===== src/rtl/pixel_pack_pkg.sv =====
// Shared widths, the byte-keep type and the lanes-filled to keep-mask helper
// for the pixel packer and its word FIFO.
package pixel_pack_pkg;

    localparam int PIX_W   = 8;
    localparam int LANES   = 4;
    localparam int WORD_W  = 32;
    localparam int KEEP_W  = 4;
    localparam int ENTRY_W = 36;

    typedef logic [KEEP_W-1:0] keep_t;

    // Number of filled byte lanes (0..4) to the matching low-aligned keep mask.
    function automatic keep_t keep_for_lanes(input logic [2:0] n_filled);
        keep_t k;
        case (n_filled)
            3'd0:    k = 4'h0;
            3'd1:    k = 4'h1;
            3'd2:    k = 4'h3;
            3'd3:    k = 4'h7;
            default: k = 4'hF;
        endcase
        return k;
    endfunction

endpackage


===== src/rtl/pixel_pack_fifo_sync_fifo.sv =====
// Synchronous first-word-fall-through FIFO. The head entry is visible on
// o_rd_data whenever the FIFO is non-empty and reads as zero when empty.
// Pop when empty and push when full (without a same-cycle pop) are never
// requested by the parent, so no guarding is done here.
module sync_fifo #(
    parameter int WIDTH = 36,
    parameter int DEPTH = 16,
    parameter int CNT_W = $clog2(DEPTH) + 1
) (
    input  logic             clk,
    input  logic             rst,
    input  logic             i_push,
    input  logic [WIDTH-1:0] i_push_data,
    input  logic             i_pop,
    output logic [WIDTH-1:0] o_rd_data,
    output logic [CNT_W-1:0] o_count,
    output logic             o_full,
    output logic             o_empty
);

    localparam int AW = $clog2(DEPTH);

    logic [WIDTH-1:0] r_mem [DEPTH];
    logic [AW-1:0]    r_wr_ptr;
    logic [AW-1:0]    r_rd_ptr;
    logic [CNT_W-1:0] r_count;

    assign o_count   = r_count;
    assign o_full    = (r_count == CNT_W'(DEPTH));
    assign o_empty   = (r_count == '0);
    assign o_rd_data = o_empty ? '0 : r_mem[r_rd_ptr];

    // Storage write; contents need no reset because reads are gated by o_empty.
    always_ff @(posedge clk) begin
        if (!rst && i_push) begin
            r_mem[r_wr_ptr] <= i_push_data;
        end
    end

    // Pointers wrap naturally because DEPTH is a power of two.
    always_ff @(posedge clk) begin
        if (rst) begin
            r_wr_ptr <= '0;
            r_rd_ptr <= '0;
        end else begin
            if (i_push) r_wr_ptr <= r_wr_ptr + 1'b1;
            if (i_pop)  r_rd_ptr <= r_rd_ptr + 1'b1;
        end
    end

    // Occupancy: simultaneous push and pop leaves the count unchanged.
    always_ff @(posedge clk) begin
        if (rst) begin
            r_count <= '0;
        end else begin
            case ({i_push, i_pop})
                2'b10:   r_count <= r_count + 1'b1;
                2'b01:   r_count <= r_count - 1'b1;
                default: r_count <= r_count;
            endcase
        end
    end

endmodule


===== src/rtl/pixel_pack_fifo.sv =====
// Packs the 8-bit pixel stream from data_proc into little-endian 32-bit words
// (first pixel in byte 0) and buffers them in a FWFT FIFO with byte-keep flags.
//
// Handshakes: a word leaves the FIFO on a cycle where word_valid && word_ready
// are both high. pix_ready is advisory only: the upstream never stalls, so a
// pixel presented while pix_ready is low is dropped and latched in overflow.
module pixel_pack_fifo
    import pixel_pack_pkg::*;
#(
    parameter int DEPTH = 16,
    parameter int CNT_W = $clog2(DEPTH) + 1
) (
    input  logic              clk,
    input  logic              rst,
    input  logic [PIX_W-1:0]  pix_in,
    input  logic              pix_valid,
    output logic              pix_ready,
    input  logic              flush,
    output logic [WORD_W-1:0] word_out,
    output logic [KEEP_W-1:0] word_keep,
    output logic              word_valid,
    input  logic              word_ready,
    output logic [CNT_W-1:0]  count,
    output logic              full,
    output logic              overflow,
    input  logic              clr_overflow
);

    // Packing state: next byte lane, bytes gathered so far (unused lanes zero).
    logic [1:0]        r_lane;
    logic [WORD_W-1:0] r_pack;
    logic              r_flush_pending;
    logic              r_overflow;

    logic               w_pop;
    logic               w_space;
    logic               w_accept;
    logic               w_drop;
    logic [WORD_W-1:0]  w_merged;
    logic [2:0]         w_fill;
    logic               w_push;
    logic               w_clear_pack;
    logic               w_set_pending;
    keep_t              w_push_keep;
    logic [ENTRY_W-1:0] w_fifo_rd;
    logic               w_fifo_full;
    logic               w_fifo_empty;
    logic [CNT_W-1:0]   w_fifo_count;

    // A same-cycle pop frees a slot, so word_ready feeds pix_ready combinationally.
    assign w_pop     = !w_fifo_empty && word_ready;
    assign w_space   = !w_fifo_full || w_pop;
    assign pix_ready = !r_flush_pending && ((r_lane != 2'd3) || w_space);
    assign w_accept  = pix_valid && pix_ready;
    assign w_drop    = pix_valid && !pix_ready;

    // Word as it stands after this cycle's pixel, and how many lanes it fills.
    always_comb begin
        w_merged = r_pack;
        if (w_accept) begin
            w_merged[{r_lane, 3'b000} +: PIX_W] = pix_in;
        end
        w_fill = {1'b0, r_lane} + {2'b00, w_accept};
    end

    // Push decision: a pending flush has priority, then a completed word,
    // then a flush of a non-empty partial word (deferred when out of space).
    always_comb begin
        w_push        = 1'b0;
        w_clear_pack  = 1'b0;
        w_set_pending = 1'b0;
        if (r_flush_pending) begin
            if (w_space) begin
                w_push       = 1'b1;
                w_clear_pack = 1'b1;
            end
        end else if (w_fill == 3'd4) begin
            w_push       = 1'b1;
            w_clear_pack = 1'b1;
        end else if (flush && (w_fill != 3'd0)) begin
            if (w_space) begin
                w_push       = 1'b1;
                w_clear_pack = 1'b1;
            end else begin
                w_set_pending = 1'b1;
            end
        end
    end

    assign w_push_keep = keep_for_lanes(w_fill);

    // Lane counter and pack register; a push restarts the next word at lane 0.
    always_ff @(posedge clk) begin
        if (rst) begin
            r_lane <= 2'd0;
            r_pack <= '0;
        end else if (w_clear_pack) begin
            r_lane <= 2'd0;
            r_pack <= '0;
        end else if (w_accept) begin
            r_lane <= r_lane + 2'd1;
            r_pack <= w_merged;
        end
    end

    // Deferred flush: held until the first cycle with FIFO space.
    always_ff @(posedge clk) begin
        if (rst) begin
            r_flush_pending <= 1'b0;
        end else if (w_set_pending) begin
            r_flush_pending <= 1'b1;
        end else if (r_flush_pending && w_space) begin
            r_flush_pending <= 1'b0;
        end
    end

    // Sticky drop flag; a new drop wins over a same-cycle clear.
    always_ff @(posedge clk) begin
        if (rst) begin
            r_overflow <= 1'b0;
        end else if (w_drop) begin
            r_overflow <= 1'b1;
        end else if (clr_overflow) begin
            r_overflow <= 1'b0;
        end
    end

    sync_fifo #(
        .WIDTH (ENTRY_W),
        .DEPTH (DEPTH),
        .CNT_W (CNT_W)
    ) u_fifo (
        .clk         (clk),
        .rst         (rst),
        .i_push      (w_push),
        .i_push_data ({w_push_keep, w_merged}),
        .i_pop       (w_pop),
        .o_rd_data   (w_fifo_rd),
        .o_count     (w_fifo_count),
        .o_full      (w_fifo_full),
        .o_empty     (w_fifo_empty)
    );

    assign word_out   = w_fifo_rd[WORD_W-1:0];
    assign word_keep  = w_fifo_rd[ENTRY_W-1:WORD_W];
    assign word_valid = !w_fifo_empty;
    assign count      = w_fifo_count;
    assign full       = w_fifo_full;
    assign overflow   = r_overflow;

endmodule


===== config.mk =====
export PLATFORM = sky130hd
export DESIGN_NAME = pixel_pack_fifo
export DESIGN_NICKNAME = d
export VERILOG_FILES = /design/src/rtl/pixel_pack_pkg.sv /design/src/rtl/pixel_pack_fifo_sync_fifo.sv /design/src/rtl/pixel_pack_fifo.sv
export SDC_FILE = /design/constraint.sdc
export NUM_CORES = 1
export LEC_CHECK = 0
export CAP_MARGIN = 40
export CORE_ASPECT_RATIO = 0.75
export CORE_MARGIN = 3
export CORE_UTILIZATION = 35
export CTS_CLUSTER_DIAMETER = 100
export DETAILED_ROUTE_END_ITERATION = 8
export HOLD_SLACK_MARGIN = 0.15
export SLEW_MARGIN = 20
export SYNTH_ARGS = -nofsm -noshare
export SYNTH_HDL_FRONTEND = slang
export SYNTH_SLANG_ARGS = --single-unit

===== constraint.sdc =====
create_clock -name clk -period 7.9 [get_ports clk]
set_input_delay 1.185 -clock clk [delete_from_list [all_inputs] [get_ports clk]]
set_output_delay 1.185 -clock clk [all_outputs]
set_load 0.005 [all_outputs]

==> impl_metrics.env <==
export IMPL_outcome="finished clean"
export IMPL_cp_slowest_stage_delay_ps=740
export IMPL_clock_skew_ps=23.56
export IMPL_dp_final_hpwl_mm=37.32
export IMPL_whs_ps=460.1
export IMPL_use_met3_pct=3.970
export IMPL_crit_family="simple AND/OR/NAND/NOR gates"
export IMPL_gp_congestion=0.7575
export IMPL_hold_path_startpoint="r_pack[31]"
export IMPL_clockRootBuffer="clkbuf_16"
export IMPL_synth_top_area_cell="edfxtp_1"
export IMPL_cp_slowest_cell="nor4b_2"
export IMPL_endpoint_kind="register"
export IMPL_postSynthNetCount=1337
export IMPL_power_frac_clock_pct=34.0
export IMPL_tightest_slew_ps=823.1
export IMPL_rr_startpoint="r_lane[0]"
export IMPL_dieArea_sq_mm=0.07389
export IMPL_final_util_pct=41.69
export IMPL_async_reset_ff_share_pct=0
export IMPL_hp_class="register to register"
export IMPL_stdcell_count=2379
export IMPL_worst_path_max_fanout=20
export IMPL_period_needed_ps=5413
export IMPL_ioPinCount=59
export IMPL_holdPathStages=2
export IMPL_vdd_drop_max_mv=0.2147
export IMPL_ys_warnings_count=0
export IMPL_dp_cells=2266
export IMPL_ys_seq_elements=629
export IMPL_rsz0062_at_grt="no"
export IMPL_grt_pass1_wl_mm=88.06
export IMPL_synth_area_leaders="edfxtp_1 70%, mux4_2 13%, dfxtp_1 4.3%, nand2_1 1.6%, mux2i_1 1.6%"
export IMPL_cts_hold_buf=0
export IMPL_drive_gt1_share_pct=23.44
export IMPL_worst_setup_path_start_kind="primary input"
export IMPL_die_height_um=236.2
export IMPL_p_switching_mw=2.327
export IMPL_start_util_pct=35.74
export IMPL_setup_violations=0
export IMPL_critical_path_class="primary input to register"
export IMPL_port_buffers=58
export IMPL_final_cell_mix="576 x edfxtp_1, 144 x mux4_2, 106 x nand2_1, 77 x nand3_1, 58 x clkdlybuf4s50_1"
export IMPL_hold_viol=0
export IMPL_ys_seq_area_share_pct=74.26
export IMPL_path_cells="clkdlybuf4s50_1 > nor2b_1 > o21ai_1 > inv_1 > ha_1 > ha_1 > nor4b_2 > nor2_1 > ha_1 > ha_1 > o21ai_0 > or3_1 > a2111o_1 > nand4_1"
export IMPL_cp_data_required_time_ps=8440
export IMPL_worst_path_buf_inv=2
export IMPL_cts_num_sinks=629
export IMPL_drc=0
export IMPL_fmax_mhz=184.7
export IMPL_syn_avg_cell_area_sq_um=18.93
export IMPL_pwr_share_comb_pct=21.6
export IMPL_crit_arrival_ps=5950
export IMPL_grt_max_degree=57
export IMPL_hold_end="r_pack[31]"
export IMPL_grt_pass1_vias=12520
export IMPL_grt_antenna_before_repair=2
export IMPL_syn_inst=1306
export IMPL_clk_latency_ps=610
export IMPL_track_usage_pct=16.13
export IMPL_layout_nets=1427
export IMPL_seq_power_share_pct=44.4
export IMPL_areaGrowthSynthToFinish_pct=16.63
export IMPL_clockBufferDepth=3
export IMPL_r2r_cells=16
export IMPL_finalSetupTns_ps=0
export IMPL_synth_cell_types=47
export IMPL_vias=12590
export IMPL_drt_pass1_iter_count=5
export IMPL_gr_usage_met2_pct=23.30
export IMPL_routed_wl_mm=59.91
export IMPL_timing_critical_path_mode_cell="ha_1"
export IMPL_core_rowCount=83
export IMPL_fill_cells=6065
export IMPL_synthFlopType="edfxtp_1"
export IMPL_internal_power_mw=6.127
export IMPL_clkSlewWorstSetupHoldPaths_ps=60
export IMPL_drt_iter0_drc=1457
export IMPL_core_sq_mm=0.06916
export IMPL_numCtsBuffers=57
export IMPL_power_density_mw_per_mm2=293.2
export IMPL_groute_layer_met1_usage_pct=25.05
export IMPL_drv_cap=0
export IMPL_slew_headroom_pct=44.99
export IMPL_slew_violations=0
export IMPL_synthesis_area_sq_mm=0.02472
export IMPL_synth_top_area_share_pct=69.97
export IMPL_netSwitchingFraction_pct=27.52
export IMPL_cts_tree="built"
export IMPL_seq_area_sq_mm=0.01837
export IMPL_top_usage_layer="met1"
export IMPL_vias_per_cell=5.290
export IMPL_rr_endpoint="u_fifo.o_count[4]"
export IMPL_cts_resized=0
export IMPL_final_antenna_net_count=0
export IMPL_rrSetupSlack_ps=3110
export IMPL_postCtsSetupBuffers=0
export IMPL_wire_per_inst_um=25.18
export IMPL_final_common_cell="edfxtp_1"
export IMPL_h_tree_depth=2
export IMPL_synth_enable_flop_cells=576
export IMPL_p_leak_nw=9.109
export IMPL_multi_input_comb_area_sq_mm=0.006136
export IMPL_worstSetupPathDepth=14
export IMPL_post_route_period_util_pct=68.52
export IMPL_die_x_um=312.9
export IMPL_overflow=0
==> per-stage QoR <==
stage / power (mW) / setup slack, ps / cell area (sq um)
after global routing: 8.806 / 2039 / 28830
after detailed placement: 5.683 / 1893 / 26780
after global placement: 5.620 / 2103 / 26490
after floorplan: 4.840 / 833.8 / 24720
final: 8.453 / 2487 / 28830
after CTS: 8.550 / 2500 / 28730
==> worst reg2reg max path: cells and delay by family (launching register included) <==
family,cells,cell delay (ps)
AO/OA/AOI/OAI,5,1370
XOR/XNOR,1,190
adder cells (fa/ha/maj),5,1400
buffers and inverters,1,100
flip-flops,1,540
AND/OR/NAND/NOR,4,1150
==> sequential cells by signal (all words and copies together), names as in the netlist, named ones only <==
signal,count
r_pack,32
u_fifo.r_wr_ptr,4
u_fifo.r_mem,576
u_fifo.r_rd_ptr,4
r_flush_pending,1
r_lane,2
u_fifo.o_count,5
overflow,1
==> cells by family (layout without fill, tap and decap cells) <==
family                     after synthesis  after routing  share of synthesized area (%)
xor gates and xnor gates                 6              6                         0.2126
buffers and inverters                   83            219                          1.458
AOI/OAI and AO/OA                      101            101                          2.804
muxes                                  183            183                          14.70
other                                    0              2                              0
DFF                                    629            629                          74.26
and+or+nand+nor                        287            287                          5.704
adders and majority gates               17             17                         0.8604
==> cell usage after synthesis (all sizes together) (2+ instances only) <==
cell type    n
nor4b        2
nor2        27
nor4         5
nand3       78
dfxtp       53
nand2b       6
o21a         4
xnor2        2
o211ai      43
or3          4
edfxtp     576
clkbuf      26
nand4        4
xor2         4
mux2i       39
mux4       144
a21oi       37
inv          9
nand2      106
o21ai        9
or2         33
buf         47
nor3b        5
a21o         2
ha          17
nand4b       2
nand3b       2
nor2b        4
nor3         4
==> area by class of cell <==
cell class / count / area share, %
flip-flops and latches: 629 / 63.71
multi-input cells: 594 / 21.28
clock buffers: 65 / 5.051
well taps: 935 / 4.058
repair buffers: 104 / 4.019
clock inverters: 40 / 1.732
inverters: 10 / 0.1302
diodes: 2 / 0.01736
==> how the worst max path moves through the flow <==
stage | from | endpoint | slack (ps)
detailed placement | pix_valid | u_fifo.o_count[4] | 1890
CTS | pix_valid | u_fifo.o_count[4] | 2500
finish | pix_valid | u_fifo.o_count[4] | 2490
floorplan | word_ready | u_fifo.r_mem[0][0] | 830
global route | pix_valid | u_fifo.o_count[4] | 2040
global placement | pix_valid | u_fifo.o_count[4] | 2100
==> power groups by stage <==
stage / logic, mW / clock network, mW / registers [mW]
floorplan: 1.05 / 0 / 3.79
finish: 1.83 / 2.87 / 3.75
CTS: 1.87 / 2.93 / 3.75
global route: 1.97 / 3.08 / 3.76
detailed placement: 1.86 / 0 / 3.82
global placement: 1.75 / 0 / 3.87
==> layer usage <==
metal / up-vias / wire (um)
met5: - / 0
met4: 0 / 770
met3: 65 / 4791
met2: 427 / 26170
met1: 6639 / 28180
li1: 5454 / -
No activity file was read; power rests on OpenSTA's default activity.
